File: src/rtl/mem_stage_sram_if.sv
// mem_stage_sram_if
//   Bundles the execute->memory pipeline inputs, the memory->writeback
//   register outputs, the stall handshake and the external 16-bit SRAM bus
//   into one interface.
// Modports
//   master : the environment side. It is upstream pipeline plus SRAM device.
//            It drives the pipeline inputs and sram_rdata, and observes all
//            other signals.
//   slave  : the memory stage itself.
// Signals
//   wb_en_in, mem_r_en_in, mem_w_en_in : control bits from execute
//   alu_res_in [31:0]                  : ALU result / memory address
//   val_Rm_in  [31:0]                  : store data
//   dest_in    [3:0]                   : destination register
//   ready                              : low = upstream must freeze
//   sram_addr [17:0], sram_wdata [15:0], sram_rdata [15:0], sram_we_n
//   wb_en_out, mem_r_en_out, dest_out [3:0], alu_res_out [31:0],
//   mem_data_out [31:0]                : registered writeback-stage outputs
interface mem_stage_sram_if;
  logic        wb_en_in;
  logic        mem_r_en_in;
  logic        mem_w_en_in;
  logic [31:0] alu_res_in;
  logic [31:0] val_Rm_in;
  logic [3:0]  dest_in;

  logic        ready;

  logic [17:0] sram_addr;
  logic [15:0] sram_wdata;
  logic [15:0] sram_rdata;
  logic        sram_we_n;

  logic        wb_en_out;
  logic        mem_r_en_out;
  logic [3:0]  dest_out;
  logic [31:0] alu_res_out;
  logic [31:0] mem_data_out;

  modport master (
    output wb_en_in, mem_r_en_in, mem_w_en_in, alu_res_in, val_Rm_in, dest_in,
    output sram_rdata,
    input  ready, sram_addr, sram_wdata, sram_we_n,
    input  wb_en_out, mem_r_en_out, dest_out, alu_res_out, mem_data_out
  );

  modport slave (
    input  wb_en_in, mem_r_en_in, mem_w_en_in, alu_res_in, val_Rm_in, dest_in,
    input  sram_rdata,
    output ready, sram_addr, sram_wdata, sram_we_n,
    output wb_en_out, mem_r_en_out, dest_out, alu_res_out, mem_data_out
  );
endinterface

File: src/rtl/mem_stage_sram.sv
// mem_stage_sram
//   Pipeline memory stage for a 32-bit core in front of an external 16-bit
//   SRAM. Each 32-bit load or store is split into a low halfword access and
//   a high halfword access. Each access is held for SRAM_WAIT+1 cycles. While
//   an access is in progress, ready is held low. The stage then feeds bubbles
//   to writeback until the access completes.
// Parameters
//   SRAM_WAIT : extra hold cycles per halfword access
//   MEM_BASE  : subtracted from the ALU result to form the data-memory offset
// Ports
//   clk : rising-edge clock
//   rst : synchronous, active-high reset
//   bus : mem_stage_sram_if.slave. It carries the pipeline inputs, ready, the
//         SRAM bus and the registered writeback outputs.
module mem_stage_sram #(
  parameter int SRAM_WAIT = 1,
  parameter int MEM_BASE  = 1024
) (
  input  logic                  clk,
  input  logic                  rst,
  mem_stage_sram_if.slave       bus
);

  localparam logic [1:0] S_IDLE = 2'd0;
  localparam logic [1:0] S_LO   = 2'd1;
  localparam logic [1:0] S_HI   = 2'd2;
  localparam logic [1:0] S_DONE = 2'd3;

  localparam int              CNT_W    = (SRAM_WAIT < 1) ? 1 : $clog2(SRAM_WAIT + 1);
  localparam logic [CNT_W-1:0] CNT_LAST = CNT_W'(SRAM_WAIT);
  localparam logic [18:0]     BASE_LOW = 19'(MEM_BASE);

  logic [1:0]       r_state;
  logic [CNT_W-1:0] r_waitCnt;
  logic [31:0]      r_dataBuf;

  logic             r_wbEnOut;
  logic             r_memREnOut;
  logic [3:0]       r_destOut;
  logic [31:0]      r_aluResOut;
  logic [31:0]      r_memDataOut;

  logic             w_memReq;
  logic             w_isRead;
  logic             w_lastCycle;
  logic             w_ready;
  logic [16:0]      w_wordIdx;
  logic [17:0]      w_sramAddr;
  logic [15:0]      w_sramWdata;
  logic             w_sramWeN;

  // A request with both enables set is a write, so it never captures read data.
  assign w_memReq    = bus.mem_r_en_in | bus.mem_w_en_in;
  assign w_isRead    = bus.mem_r_en_in & ~bus.mem_w_en_in;
  assign w_lastCycle = (r_waitCnt == CNT_LAST);

  // Only offset bits [18:2] matter. Subtracting on the low 19 bits gives the
  // same result as a 32-bit wrapping subtract followed by that slice.
  assign w_wordIdx = 17'((bus.alu_res_in[18:0] - BASE_LOW) >> 2);

  // ready drops in the same cycle that a request is seen in IDLE.
  // Reset masks request decoding so that ready reads 1 while rst is high.
  always_comb begin
    w_ready = 1'b1;
    if (!rst) begin
      case (r_state)
        S_IDLE:  w_ready = ~w_memReq;
        S_LO:    w_ready = 1'b0;
        S_HI:    w_ready = 1'b0;
        default: w_ready = 1'b1;
      endcase
    end
  end

  // The SRAM bus is driven only in LO and HI. It is parked at zero with
  // writes disabled otherwise.
  always_comb begin
    w_sramAddr  = '0;
    w_sramWdata = '0;
    w_sramWeN   = 1'b1;
    case (r_state)
      S_LO: begin
        w_sramAddr  = {w_wordIdx, 1'b0};
        w_sramWdata = bus.val_Rm_in[15:0];
        w_sramWeN   = ~bus.mem_w_en_in;
      end
      S_HI: begin
        w_sramAddr  = {w_wordIdx, 1'b1};
        w_sramWdata = bus.val_Rm_in[31:16];
        w_sramWeN   = ~bus.mem_w_en_in;
      end
      default: begin
        w_sramAddr  = '0;
        w_sramWdata = '0;
        w_sramWeN   = 1'b1;
      end
    endcase
  end

  // Access sequencer. The wait counter restarts on every state entry.
  // Read data is captured on the last hold cycle of each half, when the
  // SRAM has had the full SRAM_WAIT+1 cycles to respond.
  always_ff @(posedge clk) begin
    if (rst) begin
      r_state   <= S_IDLE;
      r_waitCnt <= '0;
      r_dataBuf <= '0;
    end else begin
      case (r_state)
        S_IDLE: begin
          r_waitCnt <= '0;
          if (w_memReq) r_state <= S_LO;
        end
        S_LO: begin
          if (w_lastCycle) begin
            if (w_isRead) r_dataBuf[15:0] <= bus.sram_rdata;
            r_state   <= S_HI;
            r_waitCnt <= '0;
          end else begin
            r_waitCnt <= r_waitCnt + CNT_W'(1);
          end
        end
        S_HI: begin
          if (w_lastCycle) begin
            if (w_isRead) r_dataBuf[31:16] <= bus.sram_rdata;
            r_state   <= S_DONE;
            r_waitCnt <= '0;
          end else begin
            r_waitCnt <= r_waitCnt + CNT_W'(1);
          end
        end
        default: begin
          r_state   <= S_IDLE;
          r_waitCnt <= '0;
        end
      endcase
    end
  end

  // Writeback register. It takes the held instruction whenever ready is
  // high. It takes a bubble (enables cleared, payload held) while stalled.
  // mem_data_out changes only when a read completes in DONE.
  always_ff @(posedge clk) begin
    if (rst) begin
      r_wbEnOut    <= 1'b0;
      r_memREnOut  <= 1'b0;
      r_destOut    <= '0;
      r_aluResOut  <= '0;
      r_memDataOut <= '0;
    end else if (w_ready) begin
      r_wbEnOut   <= bus.wb_en_in;
      r_memREnOut <= bus.mem_r_en_in;
      r_destOut   <= bus.dest_in;
      r_aluResOut <= bus.alu_res_in;
      if ((r_state == S_DONE) && w_isRead) r_memDataOut <= r_dataBuf;
    end else begin
      r_wbEnOut   <= 1'b0;
      r_memREnOut <= 1'b0;
    end
  end

  assign bus.ready        = w_ready;
  assign bus.sram_addr    = w_sramAddr;
  assign bus.sram_wdata   = w_sramWdata;
  assign bus.sram_we_n    = w_sramWeN;
  assign bus.wb_en_out    = r_wbEnOut;
  assign bus.mem_r_en_out = r_memREnOut;
  assign bus.dest_out     = r_destOut;
  assign bus.alu_res_out  = r_aluResOut;
  assign bus.mem_data_out = r_memDataOut;

endmodule

File: src/flat_wrapper.sv
// flat-port wrapper written by rule: the top's interface ports become plain ports
module mem_stage_sram_flat 
#(
  parameter int SRAM_WAIT = 1,
  parameter int MEM_BASE  = 1024
)
  (clk, rst, bus_wb_en_in, bus_mem_r_en_in, bus_mem_w_en_in, bus_alu_res_in, bus_val_Rm_in, bus_dest_in, bus_sram_rdata, bus_ready, bus_sram_addr, bus_sram_wdata, bus_sram_we_n, bus_wb_en_out, bus_mem_r_en_out, bus_dest_out, bus_alu_res_out, bus_mem_data_out);
  mem_stage_sram_if bus_i ();
  input  logic clk;
  input  logic rst;
  input wire logic [$bits(bus_i.wb_en_in)-1:0] bus_wb_en_in;
  input wire logic [$bits(bus_i.mem_r_en_in)-1:0] bus_mem_r_en_in;
  input wire logic [$bits(bus_i.mem_w_en_in)-1:0] bus_mem_w_en_in;
  input wire logic [$bits(bus_i.alu_res_in)-1:0] bus_alu_res_in;
  input wire logic [$bits(bus_i.val_Rm_in)-1:0] bus_val_Rm_in;
  input wire logic [$bits(bus_i.dest_in)-1:0] bus_dest_in;
  input wire logic [$bits(bus_i.sram_rdata)-1:0] bus_sram_rdata;
  output wire logic [$bits(bus_i.ready)-1:0] bus_ready;
  output wire logic [$bits(bus_i.sram_addr)-1:0] bus_sram_addr;
  output wire logic [$bits(bus_i.sram_wdata)-1:0] bus_sram_wdata;
  output wire logic [$bits(bus_i.sram_we_n)-1:0] bus_sram_we_n;
  output wire logic [$bits(bus_i.wb_en_out)-1:0] bus_wb_en_out;
  output wire logic [$bits(bus_i.mem_r_en_out)-1:0] bus_mem_r_en_out;
  output wire logic [$bits(bus_i.dest_out)-1:0] bus_dest_out;
  output wire logic [$bits(bus_i.alu_res_out)-1:0] bus_alu_res_out;
  output wire logic [$bits(bus_i.mem_data_out)-1:0] bus_mem_data_out;
  assign bus_i.wb_en_in = bus_wb_en_in;
  assign bus_i.mem_r_en_in = bus_mem_r_en_in;
  assign bus_i.mem_w_en_in = bus_mem_w_en_in;
  assign bus_i.alu_res_in = bus_alu_res_in;
  assign bus_i.val_Rm_in = bus_val_Rm_in;
  assign bus_i.dest_in = bus_dest_in;
  assign bus_i.sram_rdata = bus_sram_rdata;
  assign bus_ready = bus_i.ready;
  assign bus_sram_addr = bus_i.sram_addr;
  assign bus_sram_wdata = bus_i.sram_wdata;
  assign bus_sram_we_n = bus_i.sram_we_n;
  assign bus_wb_en_out = bus_i.wb_en_out;
  assign bus_mem_r_en_out = bus_i.mem_r_en_out;
  assign bus_dest_out = bus_i.dest_out;
  assign bus_alu_res_out = bus_i.alu_res_out;
  assign bus_mem_data_out = bus_i.mem_data_out;
  mem_stage_sram #(.SRAM_WAIT(SRAM_WAIT), .MEM_BASE(MEM_BASE)) u_core (.clk(clk), .rst(rst), .bus(bus_i));
endmodule
File: config.mk
export PLATFORM = sky130hd
export DESIGN_NAME = mem_stage_sram_flat
export DESIGN_NICKNAME = d
export VERILOG_FILES = /design/src/rtl/mem_stage_sram_if.sv /design/src/rtl/mem_stage_sram.sv /design/src/flat_wrapper.sv
export SDC_FILE = /design/constraint.sdc
export NUM_CORES = 1
export LEC_CHECK = 0
export ABC_AREA = 1
export CAP_MARGIN = 30
export CORE_MARGIN = 1
export CORE_UTILIZATION = 42
export CTS_CLUSTER_SIZE = 28
export DETAILED_ROUTE_END_ITERATION = 6
export HOLD_SLACK_MARGIN = 0.08
export PLACE_DENSITY = 0.8
export SYNTH_ARGS = -nofsm -noshare
export SYNTH_HDL_FRONTEND = slang
export SYNTH_SLANG_ARGS = --single-unit
File: constraint.sdc
create_clock -name clk -period 2.5 [get_ports clk]
set_clock_uncertainty 0.2 [all_clocks]
set_input_delay 0.5 -clock clk [delete_from_list [all_inputs] [get_ports clk]]
set_output_delay 0.5 -clock clk [all_outputs]
set_load 0.01 [all_outputs]
### Word level (Yosys, flattened, before mapping)

Index checks and enable logic that the tools add are counted.

* bits in registers: 105
* input bits: 89
* output and inout port bits: 106

* add/subtract/negate cells: 2
* equality and inequality tests: 6
* mux-type cells: 9
* bitwise operators: 6
* reductions and logical operators: 9

Operator list (count)
* 18-bit one-hot mux with 2 select lines: 1
* 16-bit one-hot mux with 2 select lines: 1
* 19-bit by 11-bit subtractor with 19-bit output (second input constant): 1
* 3-bit AND reduction: 3
* 2-bit two-way mux: 3
* 2-bit by 1-bit inequality test with 1-bit output (second input constant): 3
* 2-bit one-hot mux with 3 select lines: 1
* 2-bit == test (second input constant): 2
* 1-bit inverter: 4
* 2-bit OR reduction: 2
* 3-bit OR reduction: 1
* 2-bit by 1-bit == test with 1-bit output (second input constant): 1
* 2-bit logical NOT: 1
* 1-bit two-way mux: 2
* 1-bit one-hot mux with 2 select lines: 1
* 2-bit AND reduction: 1
* 1-bit adder (second input constant): 1
* 1-bit AND: 1
* 1-bit logical AND: 1
* 1-bit OR: 1

### Longest topological paths before layout

Gate-level depths: netlist (run 1).

* depth after elaboration: 6
* mapped depth: 9
* mapped depth without buffers: 8

### Worst setup path after synthesis (run 1)

No wires, ideal clock.

* path type: register to output
* from: reg u_core.r_state[0]
* to: out bus_sram_addr[10]
* arrival time: 1.426 ns
* data required time: 1.800 ns
* setup slack: 0.374 ns
* cell stages (with the launch flop): 8
* path buffers: 1
* path through: dfxtp_1 > inv_1 > ha_1 > inv_2 > a21oi_2 > inv_2 > buf_2 > nor2_1

* longest elaborated chain between the ends: 2

RTL lines
* start: declaration: line mem_stage_sram.sv:33 `logic [1:0] r_state;`
* start signal: assignment: line mem_stage_sram.sv:105 `r_state <= S_IDLE;`
* start signal: assignment: line mem_stage_sram.sv:112 `if (w_memReq) r_state <= S_LO;`
* start signal: assignment: line mem_stage_sram.sv:117 `r_state <= S_HI;`
* 2-bit == test or 2-bit by 1-bit == test with 1-bit output (tied branches): line mem_stage_sram.sv:81 `case (r_state)`
* 18-bit one-hot mux with 2 select lines (*): line mem_stage_sram.sv:81
* end: declaration: line flat_wrapper.sv:19 `output wire logic [$bits(bus_i.sram_addr)-1:0] bus_sram_addr;`

Mark *: on every way between the ends. The rest lies on a longest branch, timed or not.

### Final worst setup path (run 1)

* from: reg u_core.r_state[0]
* to: out bus_sram_addr[5]

Same word-level chain as after synthesis.

==> results of run 1 <==
flip-flops by register name, summed over array words and instances (netlist names):
register / count
u_core.bus.alu_res_out: 32
u_core.bus.dest_out: 4
u_core.bus.mem_data_out: 32
u_core.bus.mem_r_en_out: 1
u_core.bus.wb_en_out: 1
u_core.r_dataBuf: 32
u_core.r_state: 2
u_core.r_waitCnt: 1
where the power goes:
part           leakage (nW)  internal, mW  total, mW  switching [mW]
registers             0.851          1.84       1.92          0.0843
clock network        0.0850         0.391      0.961           0.570
logic                  1.77         0.927       1.99            1.06
total                  2.71          3.16       4.87            1.71
cells by family (layout without fill, tap and decap cells):
group / after synthesis / count (layout) / synth area share (%)
AO/OA/AOI/OAI: 158 / 158 / 18.18
XOR/XNOR: 1 / 1 / 0.1952
adder cells (fa/ha/maj): 7 / 7 / 1.952
AND/OR/NAND/NOR: 204 / 204 / 18.88
buffers and inverters: 135 / 346 / 13.94
flip-flops: 105 / 105 / 46.85
worst reg2reg max path, cell delays in order, from the launching register on:
cell and delay, ps:
dfxtp_2 350, buf_4 120, buf_4 130, ha_1 170, inv_1 80, nand3_4 80
buf_4 350, buf_12 330, nand3_1 130, nand2_1 70, nor2_1 50
path summary, 6_finish.rpt:
kind	from	endpoint	slack, ps	cells past startpoint
setup / recovery	u_core.r_state[0]	bus_sram_addr[5]	40	9
hold / removal	u_core.r_dataBuf[7]	u_core.r_dataBuf[7]	260	2
setup reg to reg	u_core.r_state[1]	u_core.bus.mem_data_out[6]	340	10
hold reg to reg	u_core.r_dataBuf[7]	u_core.r_dataBuf[7]	260	2
what timing repair did:
item,4_1_cts,5_1_grt
hold buffers,0,0
endpoints found under the setup margin,35,27
gates resized for setup,113,24
hold endpoints to repair,0,0
pin swaps,5,6
buffers inserted,7,1
per-layer routing:
layer | GRT usage, % | up-vias | share of wire [%]
li1 | - | 2343 | -
met1 | 26.09 | 2084 | 37
met2 | 43.28 | 169 | 52
met3 | 4.762 | 43 | 6.2
met4 | 15.69 | 0 | 4.7
met5 | 0 | - | 0
cell usage in the layout (no fill, tap or decap), types with 2 or more instances in the layout:
cell	n
clkdlybuf4s15_1	3
o21ai_0	49
clkdlybuf4s50_1	157
inv_2	7
buf_12	2
a21oi_1	81
nand3_1	38
clkinv_4	2
ha_4	4
o22ai_1	15
inv_4	2
o21ai_1	6
a21oi_2	5
ha_1	3
nand2_1	99
buf_4	38
dfxtp_1	103
clkbuf_8	10
nor2_2	3
inv_1	86
dlymetal6s2s_1	2
nand2_2	3
dlygate4sd2_1	11
nor2_4	2
clkinvlp_4	2
dfxtp_2	2
buf_2	20
nor2_1	53
nand3_4	3
area by class of cell:
type | count | area (µm²)
Clock inverter | 5 | 41.29
Tap cell | 136 | 170.2
Clock buffer | 10 | 137.6
Sequential cell | 105 | 2105
Inverter | 95 | 361.6
Multi-Input combinational cell | 370 | 1892
Timing Repair Buffer | 236 | 2186
Fill cell | 865 | 3431
==> results.json, run 1 <==
{
  "ys_seq_area_share_pct": 46.85,
  "dieWidth_um": 105.4,
  "post_drt_wl_per_cell_um": 14.13,
  "synthFlopType": "dfxtp_1",
  "fin_cells": 957,
  "routed_via_density": 4.847,
  "ant_nets": 0,
  "power_mw": 4.868,
  "crit_required_ps": 1800,
  "cpMaxStageDelayCell": "dfxtp_2",
  "synth_area_um2": 4487,
  "worstHoldPathType": "flip-flop to flip-flop",
  "dpl_worst_slack_ps": -452.7,
  "max_freq_ghz": 0.4058,
  "crit_buf_inv": 6,
  "synth_edf_count": 0,
  "min_period_over_period_pct": 98.57,
  "tightest_slew_ps": 556.2,
  "setup_viol": 0,
  "clockRootBuffer": "clkbuf_8",
  "ys_top_cells_by_area": "dfxtp_1 47%, a21oi_1 9.6%, nand2_1 8.4%, inv_1 7.7%, o21ai_0 5.5%",
  "drt_first_pass_iters": 4,
  "design.core.area_um2": 10320,
  "num_vias": 4639,
  "cts_sinks": 105,
  "yosysTopAreaCell": "dfxtp_1",
  "postPlaceCellArea_um2": 6624,
  "fin_setup_tns_ps": 0,
  "path_max_fanout": 13,
  "stdcell_area_um2": 6893,
  "crit_chain": "inv_4, buf_4, ha_4, inv_1, a21oi_4, buf_4, inv_4, nor2_1, clkdlybuf4s15_2",
  "min_period_ps": 2464,
  "cap_violations": 0,
  "antenna_cells": 0,
  "max_stage_delay_ps": 340,
  "p_per_area_nw_per_um2": 706.3,
  "port_buffers": 194,
  "synthTopCellsByCount": "105 x dfxtp_1, 100 x nand2_1, 92 x inv_1",
  "drive_above_1_share_pct": 13.64,
  "cts_buffers": 9,
  "tritoncts": "yes",
  "outcome": "finished, final reports clean",
  "syn_nets": 706,
  "htree_num_levels": 3,
  "synth.distinct_cells": 26,
  "ctsLongestPathBuffers": 2,
  "timing.final.ws_setup_ps": 35.85,
  "path_class": "flip-flop to output port",
  "grt_pass1_vias": 4578,
  "synth-seq-cells": 105,
  "io_pins": 195,
  "yosysTopAreaCellShare_pct": 46.85,
  "gr-usage-all-layers_pct": 24.27,
  "initial_utilization_pct": 43.46,
  "cp_top_family": "buffers and inverters",
  "peakVddDrop_mv": 0.4581,
  "num_rows": 37,
  "slew_violations": 0,
  "clock_latency_ps": 360,
  "routabilityCongestion": 0.8912,
  "synthArstFlopShare_pct": 0,
  "cts.clk_slew.worst_paths_ps": 90,
  "syn_inst": 610,
  "drcViolationCount": 0,
  "start_kind": "flip-flop",
  "fp.dieH_um": 105.4,
  "grt_pass1_wl_mm": 21.32,
  "dieArea_um2": 11100,
  "rsz0062_at_grt": "yes",
  "overflow": 0,
  "holdWs_ps": 259.1,
  "leakage_nw": 2.709,
  "dp_hpwl_mm": 9.889,
  "finalHoldViolations": 0,
  "postLayoutCoreUtil_pct": 66.77,
  "wl_mm": 13.53,
  "placed_cells": 934,
  "drt_iter0_drc": 186,
  "worstPathArrival_ps": 1760,
  "ys_warn_count": 0,
  "syn_avg_cell_area_um2": 7.355,
  "slew_headroom_pct": 62.92,
  "end_kind": "output port",
  "nets": 913,
  "antenna_found_initial": 0,
  "syn2layout_area_growth_pct": 53.63,
  "grt_max_degree": 66,
  "synthMostInstantiatedCell": "dfxtp_1"
}
Note: power is estimated with default switching activity, not from simulation.
==> run 2, diff against run 1 <==
--- a/config.mk
+++ b/config.mk
@@ -8,11 +8,10 @@
 export ABC_AREA = 1
 export CAP_MARGIN = 30
 export CORE_MARGIN = 1
-export CORE_UTILIZATION = 42
+export CORE_UTILIZATION = 46
 export CTS_CLUSTER_SIZE = 28
 export DETAILED_ROUTE_END_ITERATION = 6
-export HOLD_SLACK_MARGIN = 0.08
-export PLACE_DENSITY = 0.8
+export PLACE_DENSITY = 0.86
 export SYNTH_ARGS = -nofsm -noshare
 export SYNTH_HDL_FRONTEND = slang
 export SYNTH_SLANG_ARGS = --single-unit
==> constraint.sdc (replaced) <==
create_clock -name clk -period 3 [get_ports clk]
set_clock_uncertainty 0.2 [all_clocks]
set_input_delay 0.6 -clock clk [delete_from_list [all_inputs] [get_ports clk]]
set_output_delay 0.6 -clock clk [all_outputs]
set_load 0.01 [all_outputs]
==> run 2 against run 1 <==
Effect of this change:
- routed wire length fell by 8.0%
- die area fell by 8.5%
- sequential power fell by 17%
- power fell by 18%
- combinational power fell by 22%
- sequential share of layout area rose by 0.85 points
- largest cell class is now registers
- largest power group is now sequential cells
- highest routed layer unchanged
==> results.json, run 2 (synthesis gave the netlist of run 1 again) <==
{
  "outcome": "finished, final reports clean",
  "gr-usage-all-layers_pct": 24.40,
  "end_kind": "output port",
  "fp.dieH_um": 100.8,
  "cp_top_family": "buffers and inverters",
  "cts_sinks": 105,
  "grt_pass1_vias": 4476,
  "ant_nets": 0,
  "max_stage_delay_ps": 560,
  "peakVddDrop_mv": 0.4372,
  "slew_violations": 0,
  "min_to": "u_core.r_dataBuf[2]",
  "cts.clk_slew.worst_paths_ps": 100,
  "min-delay-start": "u_core.r_dataBuf[2]",
  "grt_max_degree": 101,
  "wl_mm": 12.44,
  "dieArea_um2": 10150,
  "drt_first_pass_iters": 4,
  "placed_cells": 907,
  "finalHoldViolations": 0,
  "reg2reg_to": "u_core.bus.mem_data_out[5]",
  "wl_met2_mm": 6.162,
  "fin_cells": 926,
  "multi_input_area_um2": 1800,
  "met3RoutedLength_um": 687,
  "num_rows": 35,
  "path_depth": 6,
  "drt_iter0_drc": 139,
  "path_max_fanout": 17,
  "final_common_cell": "clkdlybuf4s50_1",
  "start_kind": "flip-flop",
  "design.core.area_um2": 9328,
  "ctsLongestPathBuffers": 2,
  "cts_buffers": 9,
  "ctsHoldBuffers": 0,
  "cap_violations": 0,
  "grt_pass1_wl_mm": 19.75,
  "syn2layout_area_growth_pct": 49.55,
  "io_pins": 195,
  "max_freq_ghz": 0.3436,
  "post_drt_wl_per_cell_um": 13.44,
  "routed.top_layer": "met4",
  "postLayoutCoreUtil_pct": 71.94,
  "drive_above_1_share_pct": 6.399,
  "ff2ff_path_depth": 8,
  "min_period_ps": 2911,
  "nets": 888,
  "initial_utilization_pct": 48.10,
  "antenna_found_initial": 0,
  "crit_required_ps": 2200,
  "final-seq-area_um2": 2106,
  "fillCellCount": 734,
  "setup_viol": 0,
  "dp_hpwl_mm": 8.881,
  "htree_num_levels": 3,
  "rsz0062_at_grt": "no",
  "cpMaxStageDelayCell": "clkdlybuf4s50_1",
  "tritoncts": "yes",
  "clockRootBuffer": "clkbuf_8",
  "clock_latency_ps": 370,
  "worstHoldPathType": "flip-flop to flip-flop",
  "dieWidth_um": 100.8,
  "tightest_slew_ps": 994.0,
  "layout_common_cells": "176 x clkdlybuf4s50_1, 104 x dfxtp_1, 100 x nand2_1",
  "leakage_nw": 2.691,
  "min_period_over_period_pct": 97.02,
  "port_buffers": 194,
  "num_vias": 4646,
  "worstPathArrival_ps": 2110,
  "holdPathStages": 2,
  "met1Wirelength_mm": 5.060,
  "rr_startpoint": "u_core.r_state[0]",
  "overflow": 0,
  "crit_buf_inv": 4,
  "routed_via_density": 5.017,
  "ff2ff_setup_slack_ps": 690,
  "slew_headroom_pct": 33.73,
  "power_mw": 4.004,
  "p_per_area_nw_per_um2": 596.7,
  "path_class": "flip-flop to output port",
  "drcViolationCount": 0,
  "routabilityCongestion": 0.9153,
  "crit_chain": "inv_1, ha_4, inv_2, buf_4, a21oi_1, clkdlybuf4s50_1",
  "antenna_cells": 0,
  "critPathLaunch": "u_core.r_state[0]"
}
[run 2: cell count changes in the layout (fill, tap and decap cells not counted), moves of 3 or more]
| cell | previous run | this run |
|---|---|---|
| a21oi_1 | 81 | 86 |
| clkdlybuf4s15_1 | 3 | 0 |
| buf_2 | 20 | 0 |
| inv_1 | 86 | 92 |
| dlygate4sd2_1 | 11 | 8 |
| clkdlybuf4s50_1 | 157 | 176 |
| ha_1 | 3 | 6 |
| buf_4 | 38 | 15 |
| inv_2 | 7 | 2 |
| nor2_2 | 3 | 6 |
| ha_4 | 4 | 1 |
| a21oi_2 | 5 | 0 |
| dlymetal6s2s_1 | 2 | 9 |
[run 2: area by class of cell]
type	count	area share, %
Tap cell	129	2.405
Multi-Input combinational cell	370	26.83
Clock inverter	7	0.9883
Sequential cell	105	31.38
Clock buffer	9	1.846
Timing Repair Buffer	211	31.20
Inverter	95	5.351
[run 2: worst max-delay path by stage]
stage	end	slack, ps
2_1_floorplan	bus_sram_addr[10]	770
3_3_place_gp	bus_sram_addr[11]	-110
3_5_place_dp	bus_sram_addr[17]	-230
4_1_cts	bus_sram_addr[1]	8
5_1_grt	bus_sram_wdata[8]	10
6_report	bus_sram_wdata[6]	90
[run 2: stage by stage]
stage	hold slack, ps	setup WS, ps	area [µm²]	setup TNS, ps
2_1_floorplan	229.5	773.6	4487	0
3_3_place_gp	242.2	-114.1	6452	-271.6
3_5_place_dp	247.3	-228.1	6452	-821.5
4_1_cts	263.1	8.322	6658	0
5_1_grt	277.9	12.41	6710	0
6_report	263.6	89.50	6710	0
[run 2: power breakdown]
part           total (mW)  switching (mW)  internal (mW)
clock               0.843           0.523          0.319
sequential           1.60          0.0726           1.53
combinational        1.56           0.828          0.729
total                4.00            1.42           2.58
[run 2: layer usage]
| layer | vias up | track usage, % |
|---|---|---|
| met1 | 2132 | 27.69 |
| met3 | 40 | 4.854 |
| met5 | - | 0 |
| met2 | 179 | 42.78 |
| li1 | 2295 | - |
| met4 | 0 | 13.82 |
[run 2: worst reg2reg max path, delay by kind of cell (launching register included)]
kind / cells / cell delay [ps]
buf+inv: 2 / 860
fa+ha+maj: 1 / 170
flops: 1 / 380
simple gates: 5 / 610
[run 2: repair_timing]
item / in CTS / in global routing
endpoints found under the setup margin: 33 / 23
buffers inserted: 1 / 2
gates resized for setup: 15 / 14
gates cloned: 0 / 0
pin swaps: 0 / 2
==> run 3, diff against run 2 <==
--- a/config.mk
+++ b/config.mk
@@ -8,10 +8,10 @@
 export ABC_AREA = 1
 export CAP_MARGIN = 30
 export CORE_MARGIN = 1
-export CORE_UTILIZATION = 46
+export CORE_UTILIZATION = 45
 export CTS_CLUSTER_SIZE = 28
 export DETAILED_ROUTE_END_ITERATION = 6
-export PLACE_DENSITY = 0.86
+export PLACE_DENSITY = 0.85
 export SYNTH_ARGS = -nofsm -noshare
 export SYNTH_HDL_FRONTEND = slang
 export SYNTH_SLANG_ARGS = --single-unit
==> run 3 against run 2 <==
Effect of this change:
- power down 0.26%
- combinational power about the same
- design area up 0.34%
- largest cell class is now buffers
- largest power group unchanged
- hold slack worse by 5.1 ps
- critical endpoint is now bus_sram_addr[11]
- global-route usage down 1.0 points
- register-to-register slack better by 80 ps
==> results.json, run 3 (synthesis gave the netlist of run 1 again) <==
{
  "peakVddDrop_mv": 0.4277,
  "min_to": "u_core.bus.alu_res_out[24]",
  "drt_first_pass_iters": 4,
  "worstHoldPathType": "flip-flop to flip-flop",
  "start_kind": "input port",
  "dieArea_um2": 10370,
  "cts_sinks": 105,
  "tritoncts": "yes",
  "slew_headroom_pct": 35.03,
  "ant_nets": 0,
  "dpl_worst_slack_ps": -175.0,
  "min_period_ps": 2890,
  "cpMaxStageDelayCell": "clkdlybuf4s50_1",
  "crit_chain": "clkdlybuf4s50_1, inv_1, ha_1, or2_2, a21oi_1, dlygate4sd2_1",
  "worstPathArrival_ps": 2090,
  "reg2reg_to": "u_core.bus.mem_data_out[29]",
  "placed_cells": 915,
  "ff2ff_path_depth": 8,
  "num_rows": 36,
  "min-delay-start": "u_core.bus.alu_res_out[24]",
  "drcViolationCount": 0,
  "io_pins": 195,
  "finalHoldViolations": 0,
  "drive_above_1_share_pct": 6.133,
  "cp_top_family": "buffers and inverters",
  "clock_latency_ps": 350,
  "htree_num_levels": 3,
  "outcome": "finished, final reports clean",
  "design.core.area_um2": 9729,
  "dp_hpwl_mm": 9.019,
  "min_period_over_period_pct": 96.33,
  "num_vias": 4535,
  "crit_buf_inv": 3,
  "path_class": "input port to output port",
  "setup_viol": 0,
  "rsz0062_at_grt": "no",
  "end_kind": "output port",
  "tightest_slew_ps": 974.6,
  "final_common_cell": "clkdlybuf4s50_1",
  "wl_mm": 12.23,
  "max_freq_ghz": 0.3460,
  "dieWidth_um": 101.9,
  "overflow": 0,
  "ctsLongestPathBuffers": 2,
  "max_stage_delay_ps": 480,
  "antenna_found_initial": 1,
  "routabilityCongestion": 0.8203,
  "gr-usage-all-layers_pct": 23.39,
  "clockRootBuffer": "clkbuf_8",
  "fp.dieH_um": 101.9,
  "cts_buffers": 9,
  "drt_iter0_drc": 168,
  "initial_utilization_pct": 46.12,
  "port_buffers": 194,
  "leakage_nw": 2.692,
  "ff2ff_setup_slack_ps": 770,
  "rr_startpoint": "u_core.r_state[1]",
  "grt_max_degree": 101,
  "fin_cells": 933,
  "cap_violations": 0,
  "grt_pass1_wl_mm": 19.12,
  "holdPathStages": 2,
  "timing.final.ws_setup_ps": 110.0,
  "p_per_area_nw_per_um2": 593.1,
  "post_drt_wl_per_cell_um": 13.11,
  "crit_required_ps": 2200,
  "path_max_fanout": 3,
  "path_depth": 6,
  "fillCellCount": 838,
  "cts.clk_slew.worst_paths_ps": 90,
  "ctsHoldBuffers": 0,
  "routed_via_density": 4.861,
  "syn2layout_area_growth_pct": 50.06,
  "slew_violations": 0,
  "grt_pass1_vias": 4239,
  "nets": 890,
  "layout_common_cells": "177 x clkdlybuf4s50_1, 104 x dfxtp_1, 100 x nand2_1"
}
## run 3: cell count changes in the layout (fill, tap and decap cells not counted), moves of 2 or more
cell / before / now
nor2_2: 6 / 4
nor2_1: 52 / 54
buf_4: 15 / 17
clkinv_4: 2 / 0
clkbuf_1: 0 / 2
## run 3: repair_timing
action                                 4_1_cts  5_1_grt
gates resized for setup                     14       10
setup endpoints to repair                   24       19
cloned                                       0        0
endpoints found under the hold margin        0        0
buffers inserted                             0        1
## run 3: per-stage QoR
| step | TNS (ps) | power (mW) | hold WS [ps] | cell area [µm²] | utilization [%] |
|---|---|---|---|---|---|
| floorplan | 0 | 2.420 | 229.5 | 4487 | - |
| global placement | -641.5 | 3.081 | 242.7 | 6487 | 66.68 |
| detailed placement | -770.2 | 3.130 | 246.9 | 6487 | 66.68 |
| CTS | 0 | 4.017 | 262.3 | 6699 | 68.85 |
| global route | 0 | 4.210 | 282.5 | 6733 | 69.20 |
| finish | 0 | 3.993 | 258.5 | 6733 | 69.20 |
## run 3: final cells by class
type / instances / area, µm² / share of cell area [%]
Multi-Input combinational cell: 370 / 1795 / 26.67
Inverter: 95 / 359.1 / 5.334
Tap cell: 133 / 166.4 / 2.472
Antenna cell: 1 / 2.502 / 0.03717
Clock inverter: 4 / 51.30 / 0.7619
Timing Repair Buffer: 213 / 2110 / 31.33
Clock buffer: 12 / 145.1 / 2.156
Sequential cell: 105 / 2103 / 31.24
## run 3: worst max-delay path by stage
stage / startpoint / endpoint
final: bus_alu_res_in[10] / bus_sram_addr[11]
after global routing: u_core.r_state[0] / bus_sram_wdata[3]
after CTS: u_core.r_state[0] / bus_sram_addr[3]
after detailed placement: bus_alu_res_in[10] / bus_sram_addr[11]
after global placement: bus_alu_res_in[10] / bus_sram_addr[11]
after floorplan: u_core.r_state[0] / bus_sram_addr[10]
## run 3: worst register-to-register path, cell delays in order (launching register included)
cell	delay (ps)
dfxtp_1	350
buf_4	140
ha_1	170
inv_1	80
nand3_4	80
buf_4	720
nand3_1	230
nand2_1	130
nor2_2	40
## run 3: power by group
group          internal [mW]  total, mW  leakage (nW)  switching [mW]
sequential              1.53       1.60         0.850          0.0710
combinational          0.718       1.53          1.74           0.809
clock                  0.413      0.866         0.102           0.453
total                   2.66       3.99          2.69            1.33
## run 3: layer usage
layer	up-vias	GRT usage (%)	wire [µm]
li1	2296	-	-
met1	2061	26.07	5041
met2	156	42.88	6279
met3	22	5.267	638
met4	0	9.780	268
met5	-	0	0
